File: config.mk
export PLATFORM = sky130hd
export DESIGN_NAME = i2c_fifo_sequencer
export DESIGN_NICKNAME = d
export VERILOG_FILES = /design/src/rtl/i2c_pkg.sv /design/src/rtl/i2c_fifo_sequencer.sv
export SDC_FILE = /design/constraint.sdc
export NUM_CORES = 1
export LEC_CHECK = 0
export ABC_CLOCK_PERIOD_IN_PS = 3250
export BUFFER_PORTS_ARGS = -buffer_cell sky130_fd_sc_hd__buf_4
export CAP_MARGIN = 0
export CORE_AREA = 3 3 72 74
export DETAILED_ROUTE_END_ITERATION = 6
export DIE_AREA = 0 0 75 77
export PLACE_DENSITY = 0.77
export SYNTH_ARGS = -nofsm -noshare
export SYNTH_HDL_FRONTEND = slang
export SYNTH_SLANG_ARGS = --single-unit
export TNS_END_PERCENT = 20
File: constraint.sdc
create_clock -name i_clk -period 3.25 [get_ports i_clk]
set_clock_uncertainty 0.2 [all_clocks]
set_input_delay 0.65 -clock i_clk [delete_from_list [all_inputs] [get_ports i_clk]]
set_output_delay 0.65 -clock i_clk [all_outputs]
set_load 0.02 [all_outputs]
File: src/rtl/i2c_pkg.sv
// ---------------------------------------------------------------------------
// i2c_pkg
// Shared definitions for the I2C transaction sequencer and its neighbours:
//   - default data / byte-count widths
//   - byte-engine command encodings (START=0, WRITE=1, READ=2, STOP=3)
//   - sequencer state enumeration
// ---------------------------------------------------------------------------
package i2c_pkg;

    localparam int DEFAULT_W     = 8;
    localparam int DEFAULT_CNT_W = 8;

    typedef enum logic [1:0] {
        CMD_START = 2'd0,
        CMD_WRITE = 2'd1,
        CMD_READ  = 2'd2,
        CMD_STOP  = 2'd3
    } eng_cmd_t;

    typedef enum logic [3:0] {
        S_IDLE,
        S_START,
        S_ADDR,
        S_TX_FETCH,
        S_TX_WAIT,
        S_TX_BYTE,
        S_RX_BYTE,
        S_RX_PUSH,
        S_STOP,
        S_DONE
    } seq_state_t;

endpackage

File: src/rtl/i2c_fifo_sequencer.sv
// ---------------------------------------------------------------------------
// i2c_fifo_sequencer
// Runs one I2C transaction per accepted `go`: START, address byte, then data
// bytes drained from the TX FIFO (write) or pushed into the RX FIFO (read),
// then STOP. Owns every FIFO strobe while busy; reports done / NACK status.
//
// Ports
//   i_clk, reset             clock, synchronous active-high reset
//   go, slave_addr, rw,
//   byte_count               command; latched when `go` is accepted in IDLE
//   busy, done               status: busy through DONE, one-cycle done pulse
//   nack_err, rx_drop        sticky status, cleared on accepted `go`
//   tx_empty, tx_rd_request,
//   tx_rd_data               TX FIFO pop side (registered read data)
//   rx_full, rx_wr_request,
//   rx_wr_data               RX FIFO push side
//   eng_start, eng_cmd,
//   eng_wdata, eng_last      command to the byte engine
//   eng_done, eng_ack,
//   eng_rdata                completion from the byte engine
//
// Build option
//   I2C_SEQ_RX_BACKPRESSURE_EN  defined: RX_PUSH waits for RX FIFO space and
//                               rx_drop never sets. Undefined: push at once,
//                               a push into a full FIFO sets rx_drop.
// ---------------------------------------------------------------------------
module i2c_fifo_sequencer
    import i2c_pkg::*;
#(
    parameter int W     = DEFAULT_W,
    parameter int CNT_W = DEFAULT_CNT_W
) (
    input  logic             i_clk,
    input  logic             reset,
    input  logic             go,
    input  logic [6:0]       slave_addr,
    input  logic             rw,
    input  logic [CNT_W-1:0] byte_count,
    output logic             busy,
    output logic             done,
    output logic             nack_err,
    output logic             rx_drop,
    input  logic             tx_empty,
    output logic             tx_rd_request,
    input  logic [W-1:0]     tx_rd_data,
    input  logic             rx_full,
    output logic             rx_wr_request,
    output logic [W-1:0]     rx_wr_data,
    output logic             eng_start,
    output logic [1:0]       eng_cmd,
    output logic [W-1:0]     eng_wdata,
    output logic             eng_last,
    input  logic             eng_done,
    input  logic             eng_ack,
    input  logic [W-1:0]     eng_rdata
);

    seq_state_t       state_reg, state_next;
    logic [6:0]       addr_reg, addr_next;
    logic             rw_reg, rw_next;
    logic [CNT_W-1:0] remaining_reg, remaining_next;
    logic             nack_reg, nack_next;
    logic             drop_reg, drop_next;
    logic             done_reg, done_next;
    logic             tx_rd_reg, tx_rd_next;
    logic             rx_wr_reg, rx_wr_next;
    logic             eng_start_reg, eng_start_next;
    logic             eng_last_reg, eng_last_next;
    eng_cmd_t         eng_cmd_reg, eng_cmd_next;
    logic [W-1:0]     eng_wdata_reg, eng_wdata_next;
    logic [W-1:0]     rx_wr_data_reg, rx_wr_data_next;

    logic             enter_stop;
    logic             enter_rx;
    logic             push_complete;
    logic [CNT_W-1:0] remaining_dec;

    // Saturating decrement: the counter never wraps below zero.
    assign remaining_dec = (remaining_reg == '0) ? '0 : remaining_reg - CNT_W'(1);

    always_ff @(posedge i_clk) begin
        if (reset) begin
            state_reg      <= S_IDLE;
            addr_reg       <= '0;
            rw_reg         <= 1'b0;
            remaining_reg  <= '0;
            nack_reg       <= 1'b0;
            drop_reg       <= 1'b0;
            done_reg       <= 1'b0;
            tx_rd_reg      <= 1'b0;
            rx_wr_reg      <= 1'b0;
            eng_start_reg  <= 1'b0;
            eng_last_reg   <= 1'b0;
            eng_cmd_reg    <= CMD_START;
            eng_wdata_reg  <= '0;
            rx_wr_data_reg <= '0;
        end else begin
            state_reg      <= state_next;
            addr_reg       <= addr_next;
            rw_reg         <= rw_next;
            remaining_reg  <= remaining_next;
            nack_reg       <= nack_next;
            drop_reg       <= drop_next;
            done_reg       <= done_next;
            tx_rd_reg      <= tx_rd_next;
            rx_wr_reg      <= rx_wr_next;
            eng_start_reg  <= eng_start_next;
            eng_last_reg   <= eng_last_next;
            eng_cmd_reg    <= eng_cmd_next;
            eng_wdata_reg  <= eng_wdata_next;
            rx_wr_data_reg <= rx_wr_data_next;
        end
    end

    always_comb begin
        state_next      = state_reg;
        addr_next       = addr_reg;
        rw_next         = rw_reg;
        remaining_next  = remaining_reg;
        nack_next       = nack_reg;
        drop_next       = drop_reg;
        eng_cmd_next    = eng_cmd_reg;
        eng_wdata_next  = eng_wdata_reg;
        rx_wr_data_next = rx_wr_data_reg;
        eng_last_next   = eng_last_reg;
        // Strobes are single-cycle: they fall unless re-armed below.
        done_next       = 1'b0;
        tx_rd_next      = 1'b0;
        rx_wr_next      = 1'b0;
        eng_start_next  = 1'b0;
        enter_stop      = 1'b0;
        enter_rx        = 1'b0;
        push_complete   = 1'b0;

        case (state_reg)
            S_IDLE: begin
                if (go) begin
                    addr_next      = slave_addr;
                    rw_next        = rw;
                    remaining_next = byte_count;
                    nack_next      = 1'b0;
                    drop_next      = 1'b0;
                    state_next     = S_START;
                    eng_start_next = 1'b1;
                    eng_cmd_next   = CMD_START;
                end
            end
            S_START: begin
                if (eng_done) begin
                    state_next     = S_ADDR;
                    eng_start_next = 1'b1;
                    eng_cmd_next   = CMD_WRITE;
                    eng_wdata_next = W'({addr_reg, rw_reg});
                end
            end
            S_ADDR: begin
                if (eng_done) begin
                    if (!eng_ack) begin
                        nack_next  = 1'b1;
                        enter_stop = 1'b1;
                    end else if (remaining_reg == '0) begin
                        enter_stop = 1'b1;
                    end else if (rw_reg) begin
                        enter_rx   = 1'b1;
                    end else begin
                        state_next = S_TX_FETCH;
                    end
                end
            end
            S_TX_FETCH: begin
                if (!tx_empty) begin
                    tx_rd_next = 1'b1;
                    state_next = S_TX_WAIT;
                end
            end
            S_TX_WAIT: begin
                // First cycle here is the pop itself; the FIFO's registered
                // data is valid on the following cycle, which is when we take it.
                if (!tx_rd_reg) begin
                    eng_wdata_next = tx_rd_data;
                    state_next     = S_TX_BYTE;
                    eng_start_next = 1'b1;
                    eng_cmd_next   = CMD_WRITE;
                end
            end
            S_TX_BYTE: begin
                if (eng_done) begin
                    remaining_next = remaining_dec;
                    if (!eng_ack) begin
                        nack_next  = 1'b1;
                        enter_stop = 1'b1;
                    end else if (remaining_dec == '0) begin
                        enter_stop = 1'b1;
                    end else begin
                        state_next = S_TX_FETCH;
                    end
                end
            end
            S_RX_BYTE: begin
                if (eng_done) begin
                    rx_wr_data_next = eng_rdata;
                    state_next      = S_RX_PUSH;
`ifndef I2C_SEQ_RX_BACKPRESSURE_EN
                    rx_wr_next      = 1'b1;
`endif
                end
            end
            S_RX_PUSH: begin
`ifdef I2C_SEQ_RX_BACKPRESSURE_EN
                // Only this block pushes the RX FIFO, so space seen now is
                // still there when the registered strobe fires next cycle.
                if (rx_wr_reg) begin
                    push_complete = 1'b1;
                end else if (!rx_full) begin
                    rx_wr_next = 1'b1;
                end
`else
                if (rx_full) begin
                    drop_next = 1'b1;
                end
                push_complete = 1'b1;
`endif
            end
            S_STOP: begin
                if (eng_done) begin
                    state_next = S_DONE;
                    done_next  = 1'b1;
                end
            end
            S_DONE: begin
                state_next = S_IDLE;
            end
            default: begin
                state_next = S_IDLE;
            end
        endcase

        if (push_complete) begin
            remaining_next = remaining_dec;
            if (remaining_dec == '0) begin
                enter_stop = 1'b1;
            end else begin
                enter_rx = 1'b1;
            end
        end

        if (enter_stop) begin
            state_next     = S_STOP;
            eng_start_next = 1'b1;
            eng_cmd_next   = CMD_STOP;
        end

        if (enter_rx) begin
            state_next     = S_RX_BYTE;
            eng_start_next = 1'b1;
            eng_cmd_next   = CMD_READ;
        end

        // eng_last only carries meaning on READ; other commands clear it.
        if (enter_rx) begin
            eng_last_next = (remaining_next == CNT_W'(1));
        end else if (eng_start_next) begin
            eng_last_next = 1'b0;
        end
    end

    assign busy          = (state_reg != S_IDLE);
    assign done          = done_reg;
    assign nack_err      = nack_reg;
    assign rx_drop       = drop_reg;
    assign tx_rd_request = tx_rd_reg;
    assign rx_wr_request = rx_wr_reg;
    assign rx_wr_data    = rx_wr_data_reg;
    assign eng_start     = eng_start_reg;
    assign eng_cmd       = eng_cmd_reg;
    assign eng_wdata     = eng_wdata_reg;
    assign eng_last      = eng_last_reg;

endmodule

### Word level (Yosys, flattened, before mapping)

Index checks and enable logic that the tools add are counted.

* logic and storage cells: 163
* bits of input ports: 39
* output and inout port bits: 26
* bits in registers: 45

* mux-type cells: 62
* equal/unequal tests: 53
* add/subtract/negate cells: 1
* reductions and logical operators: 26
* bitwise operators: 4

Operator list (count)
* $mux W4: 14
* $ne A4 B4 Y1 const B: 13
* $mux W8: 6
* $ne A3 B3 Y1 const B: 14
* $reduce_and A14 Y1: 3
* $pmux W4 S9: 1
* $ne A2 B2 Y1 const B: 16
* $pmux W8 S2: 2
* $mux W1: 28
* $eq A4 B3 Y1 const B: 4
* $logic_not A8 Y1: 2
* $reduce_and A4 Y1: 3
* $mux W2: 5
* $reduce_or A2 Y1: 5
* $eq A4 B2 Y1 const B: 2
* $eq A8 B1 Y1 const B: 1
* $reduce_bool A2 Y1: 4
* $reduce_bool A4 Y1: 2
* $sub A8 B1 Y8 const B: 1
* $pmux W1 S2: 3
* $pmux W2 S3: 1
* $reduce_and A3 Y1: 2
* $reduce_bool A5 Y1: 1
* $eq A4 B1 Y1 const B: 1
* 8 further kinds: 12

### Depth between registers and ports, before layout

Gate-level depths: netlist (run 1).

* depth after elaboration: 13
* depth in mapped cells: 8
* mapped depth without buffers: 8

### Worst setup path after synthesis (run 1)

Ideal clock, no wire load.

* kind: input-to-reg
* start: in eng_done
* end: reg eng_last_reg (netlist: eng_last)
* setup slack: 561 ps
* stages: 7
* arrival time: 2393 ps
* data required time: 2954 ps
* library setup time: 96 ps
* buffers on the path: 1
* cell sequence: clkbuf_1 -> or2_1 -> a22oi_1 -> mux2i_1 -> a21o_1 -> or4_4 -> o41ai_2

* cells in the longest elaborated chain, start to end: 7
* elaborated cells between the ends (all ways): 19
* classes of those cells: eq/ne (1); mux (17); reduce/logical (1)

RTL lines
* start: declaration: RTL line i2c_fifo_sequencer.sv:53 `input logic eng_done,`
* $mux W1 (on tied branches): RTL line i2c_fifo_sequencer.sv:187, i2c_fifo_sequencer.sv:157
* $pmux W1 S2: RTL line i2c_fifo_sequencer.sv:135 `case (state_reg)`
* $mux W1: RTL line i2c_fifo_sequencer.sv:240 `if (remaining_dec == '0) begin`
* $mux W1: RTL line i2c_fifo_sequencer.sv:238 `if (push_complete) begin`
* $mux W1: RTL line i2c_fifo_sequencer.sv:247 `if (enter_stop) begin`
* $mux W1: RTL line i2c_fifo_sequencer.sv:253 `if (enter_rx) begin`
* $reduce_bool A2 Y1 (no line)
* end signal: assignment: RTL line i2c_fifo_sequencer.sv:108 `eng_last_reg <= eng_last_next;`
* end: declaration: RTL line i2c_fifo_sequencer.sv:68 `logic eng_last_reg, eng_last_next;`

Parallel ways exist; a longest one is shown, timed or not.
A chain may end at the register's enable or synchronous reset.

### Worst setup path in the final report (run 1)

* start: reg state_reg[1]
* end: reg eng_last_reg (netlist: eng_last)

* cells in the longest elaborated chain, start to end: 7
* elaborated cells between the ends (all ways): 21
* classes of those cells: eq/ne (6); mux (13); reduce/logical (2)

RTL lines
* start: declaration: RTL line i2c_fifo_sequencer.sv:58 `seq_state_t state_reg, state_next;`
* start signal: assignment: RTL line i2c_fifo_sequencer.sv:98 `state_reg <= state_next;`
* $eq A4 B3 Y1 / $eq A4 B2 Y1 (equally long branches): RTL line i2c_fifo_sequencer.sv:135
* $pmux W1 S2: RTL line i2c_fifo_sequencer.sv:135
* $mux W1: RTL line i2c_fifo_sequencer.sv:240
* $mux W1: RTL line i2c_fifo_sequencer.sv:238
* $mux W1: RTL line i2c_fifo_sequencer.sv:247
* $mux W1: RTL line i2c_fifo_sequencer.sv:253
* $reduce_bool A2 Y1 (no line)

Parallel ways exist; a longest one is shown, timed or not.

==> flow_summary.toml, run 1 <==
[synthesis]
yosysWarnings = 0
synth_flop_cell = "dfxtp_1"
syn-num-nets = 325
ys_top_cells_by_area = "dfxtp_1, mux2i_1, nor2_1"
syn_inst = 284
async_reset_ff_share_pct = 0
ys_ff_latch = 45
synth_edf_count = 0
synth_top_area_cell = "dfxtp_1"
yosysSeqAreaShare_pct = 38.2
synth_top_area_share_pct = 38.2
mappedNetlistArea_um2 = 2360
synth_area_per_cell_um2 = 8.31
synth_cell_types = 62

[clock_tree]
root_buffer = "clkbuf_8"
cts_buffers = 5
post_cts_resized = 0
htree_num_levels = 2
insertion_delay_ns = 0.29
cts_tree = "yes"
cts_setup_buffers = 0
cts_sinks = 45
cts_hold_buffers = 0
clock_path_buffers = 2
clkTransAtPathRegs_ns = 0.08

[global_route]
grt_pass1_wl_um = 10300
antenna_found_initial = 0
overflow = 0
grt_pass1_vias = 2200
grt_start_max_net_pins = 44
track_usage_pct = 22.7

[die]
initial_core_util_pct = 50.7
core_area_um2 = 4660
die-area_um2 = 5780
rows = 25
ios = 65
die_x_um = 75
die_y_um = 77

[drt]
wl_um = 6390
drtIter0Drc = 188
vias = 2377
drt_first_pass_iters = 5
viasPerCell = 5.96
routedWlPerCell_um = 16.0
drc = 0
ant_nets = 0

[min_path]
hp-class = "register to register"

[power_and_ir_drop]
seqPwrFrac_pct = 35.0
sw_frac_of_total_pct = 39.8
leakagePower_uw = 0.00132
power.density_nw_per_um2 = 696
p_switching_uw = 832
ir_drop_v = 0.000454
power.internal_uw = 1260
p_clk_share_pct = 20.0
power_uw = 2090
p_comb_share_pct = 45.0

[timing]
setup_viol = 0
tightestPinTransition_ns = 0.889
hold_violations = 0
whs_ns = 0.259
rsz0062_at_grt = "false"
fin_tns_setup_ns = 0
fin_crit_sh_pct = 87.7
min_period_ns = 2.85
max_freq_mhz = 351
slew_headroom_pct = 40.4
slew_viol_final = 0

[job]
cap_violations = 0

[critical_path]
cp-start-kind = "register"
worst_ep_required_time_ns = 3.25
critPathMaxFanout = 18
cp-end-kind = "register"
regToRegSetupSlack_ns = 0.40
worstPathArrival_ns = 2.85
path_class = "register to register"

[final_layout]
num-nets-final = 385
utilization_pct = 64.4
num_antenna_cells = 0
layout-drive-gt1-share_pct = 27.0
area_growth_pct = 27.1

[run_status]
status = "completed"

[placement]
port_buffers = 64
dpl.hpwl_um = 4660
routabilityCongestion = 0.949
[cell type report]
cell class	instances	area [um^2]
tap	54	67.6
timing repair buffer	70	526
multi-input combinational	212	1360
fill	405	1660
sequential	45	901
clock buffer	6	72.6
clock inverter	2	38.8
inverter	10	37.5
[through the flow]
stage / instance area (um^2) / setup slack (ns) / cells
2_1_floorplan: 2360 / 0.561 / 284
3_3_place_gp: 2890 / 0.445 / 391
3_5_place_dp: 2890 / 0.403 / 391
4_1_cts: 3000 / 0.434 / 399
5_1_grt: 3000 / 0.184 / 399
6_report: 3000 / 0.401 / 399
[routing by layer]
layer,GRT usage (%),vias up,wire length [um]
met5,0,-,0
met1,30.3,1098,2710
met4,7.47,0,104
met3,6.82,10,566
met2,34.5,115,3000
li1,-,1154,-
[power by group through the flow]
stage | logic (uW) | clock network (uW) | registers [uW]
final | 940 | 418 | 732
after global routing | 1030 | 450 | 741
after global placement | 911 | 0 | 735
after CTS | 926 | 432 | 727
after detailed placement | 920 | 0 | 741
after floorplan | 644 | 0 | 736
[layout by cell type (no fill, tap or decap), types with 3 or more instances in the layout]
cell | Yosys | layout
a21oi_1 | 18 | 18
a221oi_1 | 3 | 3
inv_1 | 10 | 10
nand2_1 | 32 | 32
or3_1 | 3 | 3
buf_4 | 1 | 70
nor3_1 | 8 | 7
a31oi_1 | 5 | 5
nand2b_1 | 6 | 6
o22ai_1 | 3 | 3
o21ai_0 | 7 | 7
clkbuf_8 | 0 | 5
nor4_1 | 4 | 4
dfxtp_1 | 45 | 45
and3b_1 | 3 | 3
mux2i_1 | 17 | 17
nor2_1 | 35 | 35
nor3b_1 | 3 | 3
a211oi_1 | 11 | 11
[logic make-up after synthesis]
kind of cell | Yosys count | synth area share, %
and+or+nand+nor | 118 | 26.0
AOI/OAI and AO/OA | 74 | 22.7
DFF | 45 | 38.2
buffers and inverters | 27 | 4.50
muxes | 17 | 7.21
adders and majority gates | 2 | 1.06
xor gates and xnor gates | 1 | 0.371
[cell usage after synthesis, drive strengths merged (5+ instances only)]
library cell,n
mux2i,17
dfxtp,45
nor2,36
nand2b,6
inv,10
nor3,9
a21oi,19
o21ai,8
nand2,32
clkbuf,14
a31oi,5
a211oi,11
nor4,5
[path summary, 6_finish.rpt]
kind / from / endpoint / cells past startpoint
setup / recovery: state_reg[1] / eng_last / 7
hold / removal: addr_reg[4] / addr_reg[4] / 2
setup reg to reg: state_reg[1] / eng_last / 7
hold reg to reg: addr_reg[4] / addr_reg[4] / 2
[critical path, cell delays in order, from the launching register on]
cell	delay (ns)
dfxtp_1	0.51
nor4_2	0.43
and2_1	0.50
buf_4	0.29
o22ai_1	0.10
a221oi_1	0.34
nand2_1	0.12
o41ai_2	0.27
Note: power is estimated with default switching activity, not from simulation.
==> run 2: changes to the inputs <==
--- a/config.mk
+++ b/config.mk
@@ -11,6 +11,7 @@
 export CORE_AREA = 3 3 72 74
 export DETAILED_ROUTE_END_ITERATION = 6
 export DIE_AREA = 0 0 75 77
+export MAX_ROUTING_LAYER = met4
 export PLACE_DENSITY = 0.77
 export SYNTH_ARGS = -nofsm -noshare
 export SYNTH_HDL_FRONTEND = slang
==> run 2 against run 1 <==
Cell count stayed put. Setup slack better by 0.10 ns. Utilization shrank 0.46 points. Clock power shrank 16%. Hold slack hardly changed. Flip-flop and latch count did not move. Critical endpoint unchanged. Highest routed layer unchanged.
==> flow_summary.toml, run 2 (synthesis gave the netlist of run 1 again) <==
[final_layout]
layout_commonest_cell = "buf_4"
utilization_pct = 63.9
fill_cells = 425
num_antenna_cells = 0
seq_area_um2 = 901
area_growth_pct = 26.2
layout-drive-gt1-share_pct = 27.2
final_cell_mix = "buf_4, dfxtp_1, nor2_1, nand2_1, a21oi_1"
num-nets-final = 385
multi_input_area_um2 = 1360

[timing]
slew_headroom_pct = 43.5
fin_crit_sh_pct = 84.5
setup_viol = 0
max_freq_mhz = 364
rsz0062_at_grt = "false"
slew_viol_final = 0
tightestPinTransition_ns = 0.843
min_period_ns = 2.75
hold_violations = 0
fin_tns_setup_ns = 0

[clock_tree]
cts_tree = "yes"
htree_num_levels = 2
cts_hold_buffers = 0
root_buffer = "clkbuf_8"
cts_sinks = 45
cts_setup_buffers = 0
insertion_delay_ns = 0.29
clock_path_buffers = 2
clkTransAtPathRegs_ns = 0.09
cts_buffers = 5
post_cts_resized = 0

[drt]
routedWlPerCell_um = 15.8
viasPerCell = 5.91
drc = 0
ant_nets = 0
wl_um = 6310
vias = 2358
drt_first_pass_iters = 5
drtIter0Drc = 154

[job]
cap_violations = 0

[die]
initial_core_util_pct = 50.7
die-area_um2 = 5780
core_area_um2 = 4660
die_y_um = 77
die_x_um = 75
rows = 25
ios = 65

[critical_path]
worstPathArrival_ns = 2.75
cp-start-kind = "register"
r2r_start = "remaining_reg[0]"
worst_ep_required_time_ns = 3.26
path_class = "register to register"
r2r_end = "eng_last"
critPathMaxFanout = 5
cp-end-kind = "register"
reg2reg_depth = 8
regToRegSetupSlack_ns = 0.50

[power_and_ir_drop]
ir_drop_v = 0.000362
power.density_nw_per_um2 = 675
leakagePower_uw = 0.00131

[placement]
port_buffers = 64
routabilityCongestion = 0.948
dpl.hpwl_um = 4700

[global_route]
grt_start_max_net_pins = 44
overflow = 0
antenna_found_initial = 0
track_usage_pct = 23.7
grt_pass1_vias = 2191
grt_pass1_wl_um = 10500

[run_status]
status = "completed"

[min_path]
hold_path_end = "addr_reg[2]"
hp-class = "register to register"
hold_depth = 2
hold_start = "addr_reg[2]"
run 2: cell count changes in the layout (fill, tap and decap cells not counted), sizes merged:
cell,change
bufinv,-1
clkinvlp,+1
inv,+1
clkbuf,-1
run 2: area by class of cell:
type | count | area share, %
Clock buffer | 5 | 2.31
Clock inverter | 3 | 0.714
Inverter | 10 | 1.26
Multi-Input combinational cell | 212 | 45.6
Sequential cell | 45 | 30.2
Tap cell | 54 | 2.27
Timing Repair Buffer | 70 | 17.6
run 2: report_power, final:
| part | internal (uW) | switching [uW] | leakage, uW |
|---|---|---|---|
| registers | 637 | 99.8 | 0.000366 |
| logic | 390 | 534 | 0.000902 |
| clock network | 153 | 200 | 0.0000445 |
| total | 1180 | 833 | 0.00131 |
run 2: how the worst max path moves through the flow:
stage,from,endpoint,depth (start not counted)
floorplan,eng_done,eng_last,7
global placement,eng_done,eng_last,7
detailed placement,eng_done,eng_last,7
CTS,state_reg[1],eng_last,6
global route,state_reg[1],eng_last,6
finish,remaining_reg[0],eng_last,8
run 2: worst max-delay path, cell delays in order (launching register included):
cell	delay [ns]
dfxtp_1	0.34
inv_1	0.12
ha_1	0.17
or3b_1	0.45
o2111ai_1	0.28
o2111a_2	0.30
a21boi_1	0.10
or4b_2	0.65
o41ai_2	0.07
run 2: per-stage QoR:
stage          worst slack [ns]  cell area (um^2)  instances  hold WS (ns)  power, uW
2_1_floorplan             0.561              2360        284         0.236       1380
3_3_place_gp              0.400              2890        391         0.243       1650
3_5_place_dp              0.379              2890        391         0.247       1660
4_1_cts                   0.524              2980        399         0.260       2020
5_1_grt                   0.321              2980        399         0.286       2160
6_report                  0.504              2980        399         0.259       2010
run 2: metal layers:
layer | routed length, um | global-route usage, %
met5 | 0 | -
met4 | 107 | 7.30
met3 | 468 | 4.98
met2 | 3030 | 34.8
met1 | 2700 | 32.4
==> run 3: changes to the inputs <==
--- a/config.mk
+++ b/config.mk
@@ -5,7 +5,7 @@
 export SDC_FILE = /design/constraint.sdc
 export NUM_CORES = 1
 export LEC_CHECK = 0
-export ABC_CLOCK_PERIOD_IN_PS = 3250
+export ABC_CLOCK_PERIOD_IN_PS = 2700
 export BUFFER_PORTS_ARGS = -buffer_cell sky130_fd_sc_hd__buf_4
 export CAP_MARGIN = 0
 export CORE_AREA = 3 3 72 74
==> constraint.sdc (replaced) <==
create_clock -name i_clk -period 2.7 [get_ports i_clk]
set_clock_uncertainty 0.2 [all_clocks]
set_input_delay 0.54 -clock i_clk [delete_from_list [all_inputs] [get_ports i_clk]]
set_output_delay 0.54 -clock i_clk [all_outputs]
set_load 0.02 [all_outputs]
==> run 3 against run 2 <==
Utilization rose by 3.2 points. Critical endpoint unchanged. Sequential power rose by 16%. Die area did not move. Maximum frequency rose by 4.8%. Largest power group unchanged. Critical path type unchanged.
==> flow_summary.toml, run 3 (synthesis gave the netlist of run 1 again) <==
[global_route]
antenna_found_initial = 0
track_usage_pct = 23.8
overflow = 0
grt_pass1_wl_um = 10500
grt_pass1_vias = 2225
grt_start_max_net_pins = 33

[final_layout]
layout_commonest_cell = "buf_4"
final_cell_mix = "buf_4, dfxtp_1, nor2_1, nand2_1, a21oi_1"
final_cells = 412
num_antenna_cells = 0
num-nets-final = 398
utilization_pct = 67.2
area_growth_pct = 32.6
fill_cells = 380
layout-drive-gt1-share_pct = 31.3

[drt]
vias = 2434
ant_nets = 0
drtIter0Drc = 223
routedWlPerCell_um = 16.1
wl_um = 6650
viasPerCell = 5.91
drc = 0
drt_first_pass_iters = 4

[power_and_ir_drop]
seqPwrFrac_pct = 32.1
ir_drop_v = 0.000421
leakagePower_uw = 0.00139
power.density_nw_per_um2 = 850
p_comb_share_pct = 48.8
p_clk_share_pct = 19.1
p_switching_uw = 1050
sw_frac_of_total_pct = 39.6
power.internal_uw = 1610

[timing]
fin_crit_sh_pct = 97.0
max_freq_mhz = 382
rsz0062_at_grt = "false"
hold_violations = 0
setup_viol = 0
slew_headroom_pct = 56.8
tightestPinTransition_ns = 0.644
min_period_ns = 2.62
slew_viol_final = 0

[critical_path]
critPathMaxFanout = 4
path_class = "register to register"
worst_ep_required_time_ns = 2.71
critPathMaxStageDelay_ns = 0.66
critPathTopFamily = "simple AND/OR/NAND/NOR gates"
path_buf_inv = 1
cp-end-kind = "register"
cp-start-kind = "register"
critical_path.cell_chain = "inv_2 -> ha_1 -> or3b_4 -> o2111ai_4 -> o2111a_2 -> a21boi_1 -> or4b_2 -> o41ai_2"
worstPathArrival_ns = 2.63
cp_slowest_cell = "or4b_2"

[min_path]
hp-class = "register to register"

[run_status]
status = "completed"

[job]
cap_violations = 0

[clock_tree]
cts_hold_buffers = 0
cts_sinks = 45
htree_num_levels = 2
insertion_delay_ns = 0.30
root_buffer = "clkbuf_8"
clkTransAtPathRegs_ns = 0.09
cts_buffers = 5
clock_path_buffers = 2
cts_tree = "yes"

[placement]
port_buffers = 64
dpl.hpwl_um = 4920
routabilityCongestion = 1.01
place_inst = 403

[die]
rows = 25
die_y_um = 77
initial_core_util_pct = 50.7
ios = 65
core_area_um2 = 4660
die_x_um = 75
die-area_um2 = 5780
run 3: cell types whose count changed in the layout (fill, tap and decap cells not counted), sizes merged:
cell	before	now
buf	70	83
inv	11	10
clkbuf	5	6
bufinv	0	1
clkinvlp	1	0
run 3: worst paths after layout:
path	from	endpoint	slack [ns]	cells after the start
max	remaining_reg[0]	eng_last	0.08	8
min	addr_reg[0]	addr_reg[0]	0.26	2
max reg2reg	remaining_reg[0]	eng_last	0.08	8
min reg2reg	addr_reg[0]	addr_reg[0]	0.26	2
run 3: worst reg2reg max path, stage by stage, from the launching register on:
cell and delay, ns:
dfxtp_2 0.35, inv_2 0.08, ha_1 0.16, or3b_4 0.44, o2111ai_4 0.22, o2111a_2 0.27, a21boi_1 0.09, or4b_2 0.66
o41ai_2 0.07
run 3: layout make-up:
| cell class | count | area, um^2 | share of cell area (%) |
|---|---|---|---|
| inverter | 10 | 37.5 | 1.20 |
| clock inverter | 2 | 38.8 | 1.24 |
| multi-input combinational | 212 | 1390 | 44.4 |
| sequential | 45 | 902 | 28.8 |
| timing repair buffer | 83 | 623 | 19.9 |
| tap | 54 | 67.6 | 2.16 |
| clock buffer | 6 | 72.6 | 2.32 |
run 3: power groups by stage:
stage	sequential, uW	clock [uW]	combinational [uW]
2_1_floorplan	886	0	775
3_3_place_gp	860	0	1210
6_report	854	509	1300
4_1_cts	848	518	1230
3_5_place_dp	863	0	1220
5_1_grt	870	543	1410
run 3: layer usage:
layer / GRT usage [%] / routed length [um] / vias up
met4: 6.41 / 123 / 0
met5: - / 0 / -
met1: 34.2 / 2880 / 1111
li1: - / - / 1192
met3: 4.19 / 577 / 14
met2: 34.3 / 3070 / 117
run 3: stage by stage:
step	setup WS, ns	hold WS [ns]	instance area (um^2)	total power [uW]	setup TNS (ns)
detailed placement	-0.0341	0.247	2980	2090	-0.0341
floorplan	0.121	0.236	2360	1660	0
finish	0.0801	0.260	3130	2660	0
global route	0.00152	0.282	3130	2830	0
global placement	0.0501	0.242	2980	2070	0
CTS	0.00812	0.260	3100	2600	0
run 3: what timing repair did:
action	4_1_cts	5_1_grt
setup endpoints to repair	1	3
buffers inserted	0	1
gates resized for setup	1	7
pin swaps	0	1
hold endpoints to repair	0	0
